===== config.mk =====
export PLATFORM = sky130hd
export DESIGN_NAME = toggle_sync_mc
export DESIGN_NICKNAME = d
export VERILOG_FILES = /design/src/rtl/toggle_sync_pkg.sv /design/src/rtl/toggle_sync_ch.sv /design/src/rtl/toggle_sync_mc.sv
export SDC_FILE = /design/constraint.sdc
export NUM_CORES = 1
export LEC_CHECK = 0
export ABC_CLOCK_PERIOD_IN_PS = 3300
export CAP_MARGIN = 15
export CORE_AREA = 2 2 95 60
export CTS_CLUSTER_DIAMETER = 60
export CTS_CLUSTER_SIZE = 10
export DETAILED_ROUTE_END_ITERATION = 10
export DIE_AREA = 0 0 97 62
export PLACE_DENSITY = 0.83
export SYNTH_ARGS = -nofsm -noshare
export SYNTH_HDL_FRONTEND = slang
export SYNTH_HIERARCHICAL = 1
export SYNTH_SLANG_ARGS = --single-unit

===== constraint.sdc =====
create_clock -name clk_b -period 3.3 [get_ports clk_b]
set_input_delay 0.99 -clock clk_b [delete_from_list [all_inputs] [get_ports clk_b]]
set_output_delay 0.99 -clock clk_b [all_outputs]
set_load 0.005 [all_outputs]

===== src/rtl/toggle_sync_pkg.sv =====
// toggle_sync_pkg: shared edge-mode type, parameter limits and edge-qualify helper
package toggle_sync_pkg;
    typedef enum logic [1:0] {
        EDGE_RISE = 2'd0,
        EDGE_FALL = 2'd1,
        EDGE_BOTH = 2'd2
    } edge_mode_e;
    localparam int N_CH_MIN = 1;
    localparam int N_CH_MAX = 32;
    localparam int SYNC_MIN = 2;
    localparam int SYNC_MAX = 4;
    localparam int FILTER_MIN = 0;
    localparam int FILTER_MAX = 15;
    localparam int CNT_W_MIN = 1;
    localparam int CNT_W_MAX = 16;
    localparam int FLT_W = 4;
    localparam int INIT_W = 5;
    function automatic logic edge_hit(edge_mode_e mode, logic cur, logic prev);
        return mode == EDGE_RISE ? cur & ~prev :
               mode == EDGE_FALL ? ~cur & prev : cur ^ prev;
    endfunction
endpackage


===== src/rtl/toggle_sync_ch.sv =====
// toggle_sync_ch: one channel of synchronizer, glitch filter, edge pulse, sticky flag and event counter
module toggle_sync_ch
    import toggle_sync_pkg::*;
#(
    parameter int         SYNC_STAGES = 2,
    parameter int         FILTER_LEN  = 0,
    parameter edge_mode_e EDGE_MODE   = EDGE_RISE,
    parameter int         CNT_W       = 8
) (
    input  logic             clk_b,
    input  logic             rst_b_n,
    input  logic             sig_in,
    input  logic             evt_clr,
    input  logic             en,
    output logic             sig_sync,
    output logic             pulse_sync,
    output logic             evt_flag,
    output logic [CNT_W-1:0] evt_cnt
);
    localparam logic [CNT_W-1:0] CNT_MAX = '1;
    (* ASYNC_REG = "TRUE" *) logic [SYNC_STAGES-1:0] sync;
    logic sync_out;
    logic sig_prev;
    assign sync_out = sync[SYNC_STAGES-1];
    always_ff @(posedge clk_b or negedge rst_b_n)
        if (!rst_b_n) sync <= '0;
        else sync <= {sync[SYNC_STAGES-2:0], sig_in};
    if (FILTER_LEN == 0) begin : g_bypass
        assign sig_sync = sync_out;
    end else begin : g_filter
        logic [FLT_W-1:0] flt_cnt;
        // accept the new level only after it has differed for FILTER_LEN consecutive cycles
        always_ff @(posedge clk_b or negedge rst_b_n)
            if (!rst_b_n) begin
                flt_cnt  <= '0;
                sig_sync <= 1'b0;
            end else if (sync_out == sig_sync) begin
                flt_cnt <= '0;
            end else if (flt_cnt == FLT_W'(FILTER_LEN - 1)) begin
                flt_cnt  <= '0;
                sig_sync <= sync_out;
            end else begin
                flt_cnt <= flt_cnt + 1'b1;
            end
    end
    always_ff @(posedge clk_b or negedge rst_b_n)
        if (!rst_b_n) begin
            sig_prev   <= 1'b0;
            pulse_sync <= 1'b0;
            evt_flag   <= 1'b0;
            evt_cnt    <= '0;
        end else begin
            sig_prev   <= sig_sync;
            pulse_sync <= en & edge_hit(EDGE_MODE, sig_sync, sig_prev);
            evt_flag   <= pulse_sync | (evt_flag & ~evt_clr);
            evt_cnt    <= evt_clr ? CNT_W'(pulse_sync) :
                          (pulse_sync && evt_cnt != CNT_MAX) ? evt_cnt + 1'b1 : evt_cnt;
        end
endmodule


===== src/rtl/toggle_sync_mc.sv =====
// toggle_sync_mc: N_CH independent level synchronizers with post-reset pulse suppression
module toggle_sync_mc
    import toggle_sync_pkg::*;
#(
    parameter int         N_CH        = 4,
    parameter int         SYNC_STAGES = 2,
    parameter int         FILTER_LEN  = 0,
    parameter edge_mode_e EDGE_MODE   = EDGE_RISE,
    parameter int         CNT_W       = 8
) (
    input  logic                  clk_b,
    input  logic                  rst_b_n,
    input  logic [N_CH-1:0]       sig_in,
    input  logic [N_CH-1:0]       evt_clr,
    output logic [N_CH-1:0]       sig_sync,
    output logic [N_CH-1:0]       pulse_sync,
    output logic [N_CH-1:0]       evt_flag,
    output logic [N_CH*CNT_W-1:0] evt_cnt,
    output logic                  init_done
);
    localparam int INIT_LAST = SYNC_STAGES + FILTER_LEN;
    if (N_CH < N_CH_MIN || N_CH > N_CH_MAX) begin : g_bad_n_ch
        $error("toggle_sync_mc: N_CH out of range");
    end
    if (SYNC_STAGES < SYNC_MIN || SYNC_STAGES > SYNC_MAX) begin : g_bad_sync
        $error("toggle_sync_mc: SYNC_STAGES out of range");
    end
    if (FILTER_LEN < FILTER_MIN || FILTER_LEN > FILTER_MAX) begin : g_bad_filter
        $error("toggle_sync_mc: FILTER_LEN out of range");
    end
    if (CNT_W < CNT_W_MIN || CNT_W > CNT_W_MAX) begin : g_bad_cnt_w
        $error("toggle_sync_mc: CNT_W out of range");
    end
    if (EDGE_MODE > EDGE_BOTH) begin : g_bad_edge
        $error("toggle_sync_mc: EDGE_MODE illegal");
    end
    logic [INIT_W-1:0] init_cnt;
    // pulses stay masked until the pipeline has flushed the levels present at reset release
    always_ff @(posedge clk_b or negedge rst_b_n)
        if (!rst_b_n) begin
            init_cnt  <= '0;
            init_done <= 1'b0;
        end else if (!init_done) begin
            init_cnt  <= init_cnt + 1'b1;
            init_done <= init_cnt == INIT_W'(INIT_LAST);
        end
    for (genvar i = 0; i < N_CH; i++) begin : g_ch
        toggle_sync_ch #(
            .SYNC_STAGES(SYNC_STAGES),
            .FILTER_LEN (FILTER_LEN),
            .EDGE_MODE  (EDGE_MODE),
            .CNT_W      (CNT_W)
        ) u_ch (
            .clk_b     (clk_b),
            .rst_b_n   (rst_b_n),
            .sig_in    (sig_in[i]),
            .evt_clr   (evt_clr[i]),
            .en        (init_done),
            .sig_sync  (sig_sync[i]),
            .pulse_sync(pulse_sync[i]),
            .evt_flag  (evt_flag[i]),
            .evt_cnt   (evt_cnt[i*CNT_W +: CNT_W])
        );
    end
endmodule


# After elaboration in Yosys (flattened, before gate mapping)
# Index checks and enable logic that the tools add are counted.
# classes
n_addsub	5
eq_ne	5
n_mux	9
bitwise	24
reduce_logical	8
# ops
cell	n
8-bit 2-to-1 mux	8
8-bit by 1-bit adder with 8-bit output (second input constant)	4
8-bit inequality test (second input constant)	4
1-bit AND	12
1-bit NOT	8
2-bit nonzero test	4
5-bit by 1-bit adder with 5-bit output (second input constant)	1
5-bit by 2-bit equality test with 1-bit output (second input constant)	1
1-bit logical AND	4
1-bit bitwise OR	4
1-bit 2-to-1 mux	1
# word_totals
reg_bits	58
output_inout_bits	45

# Logic depth before layout (Yosys ltp)
# Gate-level depths: netlist of the first run.
# depth
ltp_word	4
ltp_mapped	4
ltp_nobuf	4

# Hierarchy
# The synthesis of the first run kept the hierarchy.
# modules_own_cells
mod	instances	cells_per_inst	area_per_inst_um2	seq_area_each_um2
toggle_sync_ch	4	55	620.6	325.3
toggle_sync_mc	1	20	266.5	150.1

# Least setup slack after synthesis of the first run
# Ideal clock, no wire load.
# synth_timing
path_kind	flip-flop to output port
from	register init_done
to	output port init_done
arrival_ns	0.468
path_slack_ns	1.842
stages_incl_launch_ff	1
path_buffers	0
path_cell_list	dfrtp_1
# synth_rtl
item	line_no	source
start, declared	toggle_sync_mc.sv:19	output logic init_done
start signal, assigned	toggle_sync_mc.sv:45	init_done <= init_cnt == INIT_W'(INIT_LAST);
# No word-level cell between the ends.

# Worst setup path in the final report of the first run
# layout_timing
from	register init_done
to	output port init_done
# No word-level cell between the ends.

==> impl_metrics.env, run 1 <==
export IMPL_fmax_mhz=413
export IMPL_cts_tree="done"
export IMPL_cp_max_fo=11
export IMPL_synthTopCellsByArea="dfrtp_1 (53%), mux2_4 (4.4%), ha_1 (2.7%)"
export IMPL_antenna_found_initial=0
export IMPL_status="finished clean"
export IMPL_dpl_cell_area_um2=3340
export IMPL_critPathBufInv=1
export IMPL_wl_um=5690
export IMPL_die_height_um=62
export IMPL_die_area_um2=6010
export IMPL_initialDrtViolationCount=116
export IMPL_setup_viol=0
export IMPL_p_leak_nw=1.56
export IMPL_antenna_left=0
export IMPL_reg2reg_slack_ns=1.70
export IMPL_maxCapViolations=0
export IMPL_period_share_pct=73.3
export IMPL_path_class="reg -> out"
export IMPL_fin_nets=319
export IMPL_grt_pass1_vias=1893
export IMPL_synth_distinct_cells=30
export IMPL_clkTransAtPathRegs_ns=0.06
export IMPL_grt_use_total_pct=19.6
export IMPL_syn_nets=256
export IMPL_vias_per_cell=5.73
export IMPL_h_tree_depth=3
export IMPL_worst_pin_slew_ns=0.326
export IMPL_period_minus_slack_ns=2.42
export IMPL_io_pins=55
export IMPL_synth_top_cell_by_area="dfrtp_1"
export IMPL_post_cts_buffers=0
export IMPL_yosysTopAreaCellShare_pct=52.8
export IMPL_syn_avg_cell_area_um2=11.5
export IMPL_vias=2156
export IMPL_dr_pass1_iters=4
export IMPL_synth_flop_cell="dfrtp_1"
export IMPL_cp_required_ns=2.31
export IMPL_fin_area_um2=3530
export IMPL_numCtsBuffers=9
export IMPL_cts_hold_buf=0
export IMPL_die_w_um=97
export IMPL_slew_headroom_pct=78.3
export IMPL_cts_sinks=58
export IMPL_maxSlewViolCount=0
export IMPL_start_kind="register"
export IMPL_grt_overflow=0
export IMPL_antenna_cells=0
export IMPL_cpLargestDelayFamily="buffers and inverters"
export IMPL_drcViolationCount=0
export IMPL_ys_seq_area_share_pct=52.8
export IMPL_synth_seq_cells=58
export IMPL_ctsResizeCount=0
export IMPL_ir_drop_v=0.000244
export IMPL_synth_commonest_cells="dfrtp_1 (58), nand2_1 (20), inv_1 (14)"
export IMPL_io_buffers=54
export IMPL_crit_arrival_ns=1.43
export IMPL_yosys_cell_count_top_type="dfrtp_1"
export IMPL_cts_root_buffer="clkbuf_8"
export IMPL_grt_start_max_net_pins=27
export IMPL_synth_warnings=6
export IMPL_cpPeakStageDelay_ns=0.57
export IMPL_slowest_stage="clkdlybuf4s50_1"
export IMPL_core_area_um2=5280
export IMPL_clockBufferDepth=2
export IMPL_fin_util_pct=66.8
export IMPL_power_total_mw=1.50
export IMPL_end_kind="output pin"
export IMPL_fin_skew_ns=0.00672
export IMPL_num_rows=21
export IMPL_post_dp_hpwl_um=3990
export IMPL_fin_tns_setup_ns=0
export IMPL_hold_violations=0
export IMPL_worstHoldPathType="reg -> reg"
export IMPL_rsz0062_at_grt="false"
export IMPL_power_density_nw_per_um2=426
export IMPL_syn_inst=240
export IMPL_drive_gt1_share_pct=13.0
export IMPL_place_congestion=0.789
export IMPL_area_growth_pct=28.3
export IMPL_synth_edff_count=0
export IMPL_path_cells="clkdlybuf4s50_1"
export IMPL_routedWlPerCell_um=15.1
export IMPL_synthArstFlopShare_pct=100
export IMPL_grt_pass1_wl_um=9110
export IMPL_clk_insertion_delay_late_ns=0.33
export IMPL_netlist_area_um2=2750
export IMPL_initial_core_util_pct=52.0
[layer usage]
layer | vias to the layer above | track usage [%] | part of all wire [%]
met4 | 0 | 4.23 | 0.51
li1 | 1027 | - | -
met3 | 6 | 7.94 | 6.4
met1 | 1037 | 28.4 | 51
met2 | 86 | 27.9 | 42
met5 | - | 0 | 0
[report_power, final]
part           switching (mW)  internal [mW]  leakage (nW)
Clock                   0.259          0.363        0.0962
Combinational          0.0527         0.0634         0.721
Sequential             0.0271          0.736         0.748
[registers in the layout, indices dropped and copies added (netlist names)]
name / flops
g_ch.u_ch/evt_flag: 4
g_ch.u_ch/sync: 8
g_ch.u_ch/evt_cnt: 32
g_ch.u_ch/sig_prev: 4
init_done: 1
init_cnt: 5
g_ch.u_ch/pulse_sync: 4
[cell type report]
class                      instances  area (um2)
clock buffer                      12         145
clock inverter                     3        40.0
fill                             434        1760
inverter                          14        52.6
multi-input combinational        164        1200
sequential                        58        1450
tap                               69        86.3
timing repair buffer              56         551
[per-stage QoR]
step	setup WS, ns	std cells	hold slack, ns
6_report	0.880	376	0.349
5_1_grt	0.778	376	0.360
4_1_cts	0.848	376	0.352
3_5_place_dp	1.18	361	0.337
3_3_place_gp	1.20	361	0.333
2_1_floorplan	1.84	240	0.331
[cell families (layout without fill, tap and decap cells)]
group | Yosys count | in the layout | synth area share [%]
XOR/XNOR | 4 | 4 | 1.27
AO/OA/AOI/OAI | 44 | 44 | 12.9
flip-flops | 58 | 58 | 52.8
multiplexers | 13 | 13 | 6.19
adder cells (fa/ha/maj) | 6 | 6 | 2.73
AND/OR/NAND/NOR | 97 | 97 | 20.5
buffers and inverters | 18 | 85 | 3.55
[cells in the final DEF (no fill, tap or decap), types with 8 or more instances in the layout]
cell type,n
inv_1,14
nand2_1,20
clkbuf_8,10
clkdlybuf4s50_1,53
mux2_4,8
dfrtp_1,58
nor2_1,12
and3_1,8
nor2b_1,12
nor3_1,12
nand4_1,8
a41oi_1,8
a21oi_2,8
[path summary, 6_finish.rpt]
check                                               startpoint                                  end  depth (start not counted)
max reg2reg                g_ch[3].u_ch/evt_cnt[0]$_DFFE_PN0P_  g_ch[3].u_ch/evt_cnt[3]$_DFFE_PN0P_                          4
min in group asynchronous                              rst_b_n  g_ch[3].u_ch/evt_cnt[5]$_DFFE_PN0P_                          1
max                                        init_done$_DFF_PN0_                            init_done                          1
min reg2reg                     g_ch[3].u_ch/sync[0]$_DFF_PN0_       g_ch[3].u_ch/sync[1]$_DFF_PN0_                          0
min                             g_ch[3].u_ch/sync[0]$_DFF_PN0_       g_ch[3].u_ch/sync[1]$_DFF_PN0_                          0
max in group asynchronous                              rst_b_n              init_cnt[0]$_DFFE_PN0N_                          2
Power figures use the tool's default switching activity.
==> run 2, diff against run 1 <==
--- a/config.mk
+++ b/config.mk
@@ -5,14 +5,14 @@
 export SDC_FILE = /design/constraint.sdc
 export NUM_CORES = 1
 export LEC_CHECK = 0
-export ABC_CLOCK_PERIOD_IN_PS = 3300
+export ABC_CLOCK_PERIOD_IN_PS = 2009
 export CAP_MARGIN = 15
-export CORE_AREA = 2 2 95 60
+export CORE_AREA = 2 2 103 65
 export CTS_CLUSTER_DIAMETER = 60
 export CTS_CLUSTER_SIZE = 10
 export DETAILED_ROUTE_END_ITERATION = 10
-export DIE_AREA = 0 0 97 62
-export PLACE_DENSITY = 0.83
+export DIE_AREA = 0 0 105 67
+export PLACE_DENSITY = 0.75
 export SYNTH_ARGS = -nofsm -noshare
 export SYNTH_HDL_FRONTEND = slang
 export SYNTH_HIERARCHICAL = 1
==> constraint.sdc (replaced) <==
create_clock -name clk_b -period 2.01 [get_ports clk_b]
set_input_delay 0.603 -clock clk_b [delete_from_list [all_inputs] [get_ports clk_b]]
set_output_delay 0.603 -clock clk_b [all_outputs]
set_load 0.005 [all_outputs]
==> run 2 against run 1 <==
Against the previous run: worst setup slack got worse by 0.81 ns; non-clock buffer count is 2 higher; combinational power increased by 71%; cell area increased by 2.6%; first-iteration DRC count fell by 7.8%; clock power up 92%; clock skew rose by 0.0034 ns; sequential cell count unchanged; sequential power rose by 64%; critical path depth unchanged; routed wire length is 5.1% higher; core utilization down 6.5 points.
==> impl_metrics.env, run 2 (synthesis results as in run 1) <==
export IMPL_cts_sinks=58
export IMPL_initial_core_util_pct=45.8
export IMPL_dpl_cell_area_um2=3390
export IMPL_wl_um=5980
export IMPL_setup_viol=0
export IMPL_top_usage_layer="met2"
export IMPL_grt_pass1_wl_um=10300
export IMPL_reg2reg_slack_ns=0.44
export IMPL_cts_hold_buf=0
export IMPL_grt_use_met1_pct=26.8
export IMPL_antenna_left=0
export IMPL_fin_tns_setup_ns=0
export IMPL_area_growth_pct=31.6
export IMPL_rsz0062_at_grt="false"
export IMPL_place_congestion=0.835
export IMPL_cpPeakStageDelay_ns=0.54
export IMPL_ir_drop_v=0.000427
export IMPL_drcViolationCount=0
export IMPL_start_kind="register"
export IMPL_rr_startpoint="g_ch[0].u_ch/evt_cnt[0]$_DFFE_PN0P_"
export IMPL_vias_per_cell=5.39
export IMPL_die_area_um2=7040
export IMPL_slew_headroom_pct=74.8
export IMPL_routedWlPerCell_um=15.2
export IMPL_cp_max_fo=7
export IMPL_drive_gt1_share_pct=17.4
export IMPL_final_cell_mix="clkdlybuf4s50_1 (53), dfrtp_1 (48), nand2_1 (20), inv_1 (14)"
export IMPL_largest_register="g_ch.u_ch/evt_cnt"
export IMPL_cp_required_ns=1.41
export IMPL_cts_tree="done"
export IMPL_io_pins=55
export IMPL_fin_nets=321
export IMPL_slowest_stage="clkdlybuf4s50_1"
export IMPL_clkTransAtPathRegs_ns=0.07
export IMPL_worst_pin_slew_ns=0.379
export IMPL_cts_root_buffer="clkbuf_8"
export IMPL_largest_reg_flops=32
export IMPL_antenna_cells=0
export IMPL_fin_area_um2=3620
export IMPL_maxSlewViolCount=0
export IMPL_gr_usage_met2_pct=27.2
export IMPL_grt_overflow=0
export IMPL_grt_use_total_pct=19.0
export IMPL_fin_skew_ns=0.0101
export IMPL_path_class="reg -> out"
export IMPL_antenna_found_initial=0
export IMPL_power_density_nw_per_um2=730
export IMPL_layout_commonest_cell="clkdlybuf4s50_1"
export IMPL_status="finished clean"
export IMPL_vias=2124
export IMPL_num_rows=22
export IMPL_worst_r2r_cell_count=4
export IMPL_grt_use_met3_pct=7.44
export IMPL_clk_insertion_delay_late_ns=0.34
export IMPL_crit_arrival_ns=1.34
export IMPL_core_area_um2=6000
export IMPL_die_w_um=105
export IMPL_post_dp_hpwl_um=4190
export IMPL_h_tree_depth=3
export IMPL_period_share_pct=96.6
export IMPL_io_buffers=54
export IMPL_top_regs="g_ch.u_ch/evt_cnt: 32 flops, g_ch.u_ch/sync: 8 flops, init_cnt: 5 flops"
export IMPL_hold_violations=0
export IMPL_post_cts_buffers=0
export IMPL_numCtsBuffers=9
export IMPL_worstHoldPathType="in -> async"
export IMPL_die_height_um=67
export IMPL_maxCapViolations=0
export IMPL_path_cells="clkdlybuf4s50_1"
export IMPL_r2r_end="g_ch[0].u_ch/evt_cnt[2]$_DFFE_PN0P_"
export IMPL_initialDrtViolationCount=107
export IMPL_period_minus_slack_ns=1.94
export IMPL_grt_pass1_vias=2086
export IMPL_clockBufferDepth=2
export IMPL_fmax_mhz=515
export IMPL_grt_start_max_net_pins=44
export IMPL_end_kind="output pin"
export IMPL_critPathBufInv=1
export IMPL_cpLargestDelayFamily="buffers and inverters"
export IMPL_p_leak_nw=1.58
export IMPL_nFillCells=542
export IMPL_dr_pass1_iters=4
## run 2: cell count changes in the layout (fill, tap and decap cells not counted), sizes merged
cell / change
buf: +2
clkbuf: -1
clkinvlp: +1
bufinv: +1
## run 2: layout make-up
cell class	count	area, um2	area share [%]
inverters	14	52.6	1.45
flip-flops and latches	58	1460	40.5
clock buffers	11	141	3.91
clock inverters	5	77.6	2.14
well taps	84	105	2.90
multi-input cells	164	1200	33.2
repair buffers	58	578	16.0
## run 2: power breakdown
part	switching, mW	leakage (nW)	internal [mW]	total [mW]
Clock	0.466	0.109	0.728	1.19
Combinational	0.0903	0.735	0.108	0.198
Sequential	0.0424	0.732	1.21	1.25
## run 2: worst max path at each step
stage | slack, ns | startpoint | end | depth (start not counted)
finish | 0.07 | g_ch[0].u_ch/evt_cnt[6]$_DFFE_PN0P_ | evt_cnt[6] | 1
global route | 0.001 | g_ch[1].u_ch/evt_cnt[3]$_DFFE_PN0P_ | evt_cnt[11] | 1
CTS | 0.002 | g_ch[0].u_ch/pulse_sync$_DFF_PN0_ | pulse_sync[0] | 1
detailed placement | 0.26 | evt_clr[3] | g_ch[3].u_ch/evt_cnt[0]$_DFFE_PN0P_ | 4
global placement | 0.28 | evt_clr[0] | g_ch[0].u_ch/evt_cnt[0]$_DFFE_PN0P_ | 4
floorplan | 0.56 | g_ch[0].u_ch/evt_cnt[0]$_DFFE_PN0P_ | g_ch[0].u_ch/evt_cnt[3]$_DFFE_PN0P_ | 4
## run 2: layer usage
metal,wire length [um],vias up,part of all wire [%]
met5,0,-,0
met4,39,0,0.65
met3,334,7,5.6
met2,2490,55,42
met1,3120,1031,52
li1,-,1031,-
## run 2: metrics by stage
step / total power, mW / std cells / setup WS, ns / util, % / hold WS, ns
after floorplan: 1.33 / 240 / 0.561 / - / 0.307
after global placement: 1.47 / 378 / 0.283 / 56.4 / 0.334
after detailed placement: 1.47 / 378 / 0.262 / 56.4 / 0.340
after CTS: 2.68 / 394 / 0.00178 / 60.1 / 0.171
after global routing: 2.76 / 394 / 0.00113 / 60.3 / 0.184
final: 2.64 / 394 / 0.0693 / 60.3 / 0.170
## run 2: timing repair
| item | in CTS | in global routing |
|---|---|---|
| resized for setup | 1 | 9 |
| setup endpoints to repair | 1 | 9 |
| pin swaps | 0 | 0 |
==> run 3, diff against run 2 <==
--- a/config.mk
+++ b/config.mk
@@ -5,14 +5,13 @@
 export SDC_FILE = /design/constraint.sdc
 export NUM_CORES = 1
 export LEC_CHECK = 0
-export ABC_CLOCK_PERIOD_IN_PS = 2009
 export CAP_MARGIN = 15
-export CORE_AREA = 2 2 103 65
+export CORE_AREA = 2 2 95 60
 export CTS_CLUSTER_DIAMETER = 60
 export CTS_CLUSTER_SIZE = 10
 export DETAILED_ROUTE_END_ITERATION = 10
-export DIE_AREA = 0 0 105 67
-export PLACE_DENSITY = 0.75
+export DIE_AREA = 0 0 97 62
+export PLACE_DENSITY = 0.83
 export SYNTH_ARGS = -nofsm -noshare
 export SYNTH_HDL_FRONTEND = slang
 export SYNTH_HIERARCHICAL = 1
==> constraint.sdc (replaced) <==
create_clock -name clk_b -period 2.35 [get_ports clk_b]
set_input_delay 0.705 -clock clk_b [delete_from_list [all_inputs] [get_ports clk_b]]
set_output_delay 0.705 -clock clk_b [all_outputs]
set_load 0.005 [all_outputs]
==> run 3 against run 2 <==
Against the previous run: worst hold slack gained 0.18 ns; routed wire length shrank 7.2%; global-route usage grew 0.50 points; count of clock-buffer cells in the layout is the same; non-clock buffer count shrank 1; cell area shrank 1.1%; total power shrank 15%; clock skew is essentially flat; register-to-register slack gained 0.32 ns; critical path type unchanged.
==> impl_metrics.env, run 3 (synthesis results as in run 1) <==
export IMPL_antenna_left=0
export IMPL_cts_tree="done"
export IMPL_h_tree_depth=3
export IMPL_antenna_found_initial=0
export IMPL_reg2reg_slack_ns=0.76
export IMPL_worst_r2r_cell_count=4
export IMPL_die_height_um=62
export IMPL_cpLargestDelayFamily="buffers and inverters"
export IMPL_path_cells="clkdlybuf4s50_1"
export IMPL_end_kind="output pin"
export IMPL_grt_start_max_net_pins=59
export IMPL_path_class="reg -> out"
export IMPL_p_seq_share_pct=47.7
export IMPL_clkTransAtPathRegs_ns=0.06
export IMPL_maxCapViolations=0
export IMPL_io_pins=55
export IMPL_die_w_um=97
export IMPL_p_int_mw=1.75
export IMPL_die_area_um2=6010
export IMPL_placed_cells=362
export IMPL_dr_wl_met3_um=395
export IMPL_register_area_um2=1450
export IMPL_crit_arrival_ns=1.39
export IMPL_setup_viol=0
export IMPL_worstHoldPathType="reg -> reg"
export IMPL_slew_headroom_pct=79.2
export IMPL_top_layer_used="met4"
export IMPL_fin_area_um2=3580
export IMPL_worst_setup_path_endpoint="pulse_sync[0]"
export IMPL_area_growth_pct=30.2
export IMPL_cts_sinks=58
export IMPL_switching_share_pct=22.2
export IMPL_dr_pass1_iters=5
export IMPL_cts_hold_buf=0
export IMPL_antenna_cells=0
export IMPL_vias_per_cell=5.73
export IMPL_crit_path_start="g_ch[0].u_ch/pulse_sync$_DFF_PN0_"
export IMPL_rsz0062_at_grt="false"
export IMPL_fin_tns_setup_ns=0
export IMPL_switchingPower_uw=497
export IMPL_place_congestion=0.766
export IMPL_power_density_nw_per_um2=627
export IMPL_wl_met1_um=2810
export IMPL_clockPowerShare_pct=45.0
export IMPL_fin_nets=320
export IMPL_cts_root_buffer="clkbuf_8"
export IMPL_post_cts_buffers=0
export IMPL_fmax_mhz=478
export IMPL_start_kind="register"
export IMPL_initial_core_util_pct=52.0
export IMPL_routedWlPerCell_um=14.7
export IMPL_cpPeakStageDelay_ns=0.56
export IMPL_multi_input_area_um2=1200
export IMPL_grt_pass1_wl_um=9020
export IMPL_vias=2167
export IMPL_period_minus_slack_ns=2.09
export IMPL_wl_met2_um=2320
export IMPL_cp_num_cells=1
export IMPL_initialDrtViolationCount=143
export IMPL_layout_commonest_cell="dfrtp_1"
export IMPL_ctsResizeCount=0
export IMPL_dpl_cell_area_um2=3360
export IMPL_num_rows=21
export IMPL_drcViolationCount=0
export IMPL_cp_required_ns=1.64
export IMPL_grt_use_total_pct=19.5
export IMPL_cp_max_fo=8
export IMPL_hold_violations=0
export IMPL_core_area_um2=5280
export IMPL_grt_pass1_vias=1869
export IMPL_grt_overflow=0
export IMPL_largest_register="g_ch.u_ch/evt_cnt"
export IMPL_drive_gt1_share_pct=13.9
export IMPL_top_regs="g_ch.u_ch/evt_cnt: 32 flops, g_ch.u_ch/sync: 8 flops, init_cnt: 5 flops"
export IMPL_final_cells=378
export IMPL_clk_insertion_delay_late_ns=0.33
export IMPL_nFillCells=404
export IMPL_rr_startpoint="g_ch[3].u_ch/evt_cnt[0]$_DFFE_PN0P_"
export IMPL_largest_reg_flops=32
export IMPL_numCtsBuffers=9
export IMPL_io_buffers=54
export IMPL_critPathBufInv=1
export IMPL_p_comb_share_pct=7.4
export IMPL_fin_skew_ns=0.0104
export IMPL_p_leak_nw=1.59
export IMPL_r2r_end="g_ch[3].u_ch/evt_cnt[3]$_DFFE_PN0P_"
export IMPL_timing_final_ws_setup_ns=0.257
export IMPL_clockBufferDepth=2
export IMPL_maxSlewViolCount=0
export IMPL_post_dp_hpwl_um=3830
export IMPL_pre_cts_ws_ns=0.470
export IMPL_wl_um=5550
export IMPL_slowest_stage="clkdlybuf4s50_1"
export IMPL_status="finished clean"
export IMPL_ir_drop_v=0.000462
export IMPL_period_share_pct=89.0
export IMPL_final_cell_mix="dfrtp_1 (58), clkdlybuf4s50_1 (53), nand2_1 (20), inv_1 (14)"
export IMPL_worst_pin_slew_ns=0.313
-- run 3: through the flow --
stage	hold WS (ns)	utilization, %	total power [mW]
6_report	0.347	67.8	2.24
5_1_grt	0.353	67.8	2.35
4_1_cts	0.350	67.8	2.28
3_5_place_dp	0.336	63.6	1.26
3_3_place_gp	0.333	63.6	1.25
2_1_floorplan	0.331	-	1.14
-- run 3: cell type report --
type | instances | area share, %
inverter | 14 | 1.47
clock inverter | 5 | 2.17
clock buffer | 11 | 3.95
sequential | 58 | 40.5
timing repair buffer | 57 | 15.9
multi-input combinational | 164 | 33.5
tap | 69 | 2.41
-- run 3: power by group through the flow --
| stage | Clock [mW] | Sequential [mW] | Combinational [mW] |
|---|---|---|---|
| 2_1_floorplan | 0 | 1.08 | 0.0531 |
| 3_3_place_gp | 0 | 1.09 | 0.165 |
| 3_5_place_dp | 0 | 1.09 | 0.167 |
| 4_1_cts | 1.04 | 1.07 | 0.168 |
| 5_1_grt | 1.09 | 1.08 | 0.187 |
| 6_report | 1.01 | 1.07 | 0.165 |
-- run 3: worst min path at each step --
| stage | startpoint | to | slack, ns | cells past startpoint |
|---|---|---|---|---|
| final | g_ch[2].u_ch/sync[0]$_DFF_PN0_ | g_ch[2].u_ch/sync[1]$_DFF_PN0_ | 0.35 | 0 |
| after global routing | g_ch[2].u_ch/sync[0]$_DFF_PN0_ | g_ch[2].u_ch/sync[1]$_DFF_PN0_ | 0.35 | 0 |
| after CTS | g_ch[2].u_ch/sync[0]$_DFF_PN0_ | g_ch[2].u_ch/sync[1]$_DFF_PN0_ | 0.35 | 0 |
| after detailed placement | g_ch[2].u_ch/sync[0]$_DFF_PN0_ | g_ch[2].u_ch/sync[1]$_DFF_PN0_ | 0.34 | 0 |
| after global placement | g_ch[2].u_ch/sync[0]$_DFF_PN0_ | g_ch[2].u_ch/sync[1]$_DFF_PN0_ | 0.33 | 0 |
| after floorplan | g_ch[0].u_ch/sync[0]$_DFF_PN0_ | g_ch[0].u_ch/sync[1]$_DFF_PN0_ | 0.33 | 0 |
-- run 3: routing by layer --
| metal | vias to the layer above | GRT usage, % |
|---|---|---|
| li1 | 1027 | - |
| met1 | 1058 | 27.3 |
| met2 | 80 | 27.5 |
| met3 | 2 | 7.94 |
| met4 | 0 | 7.24 |
| met5 | - | 0 |
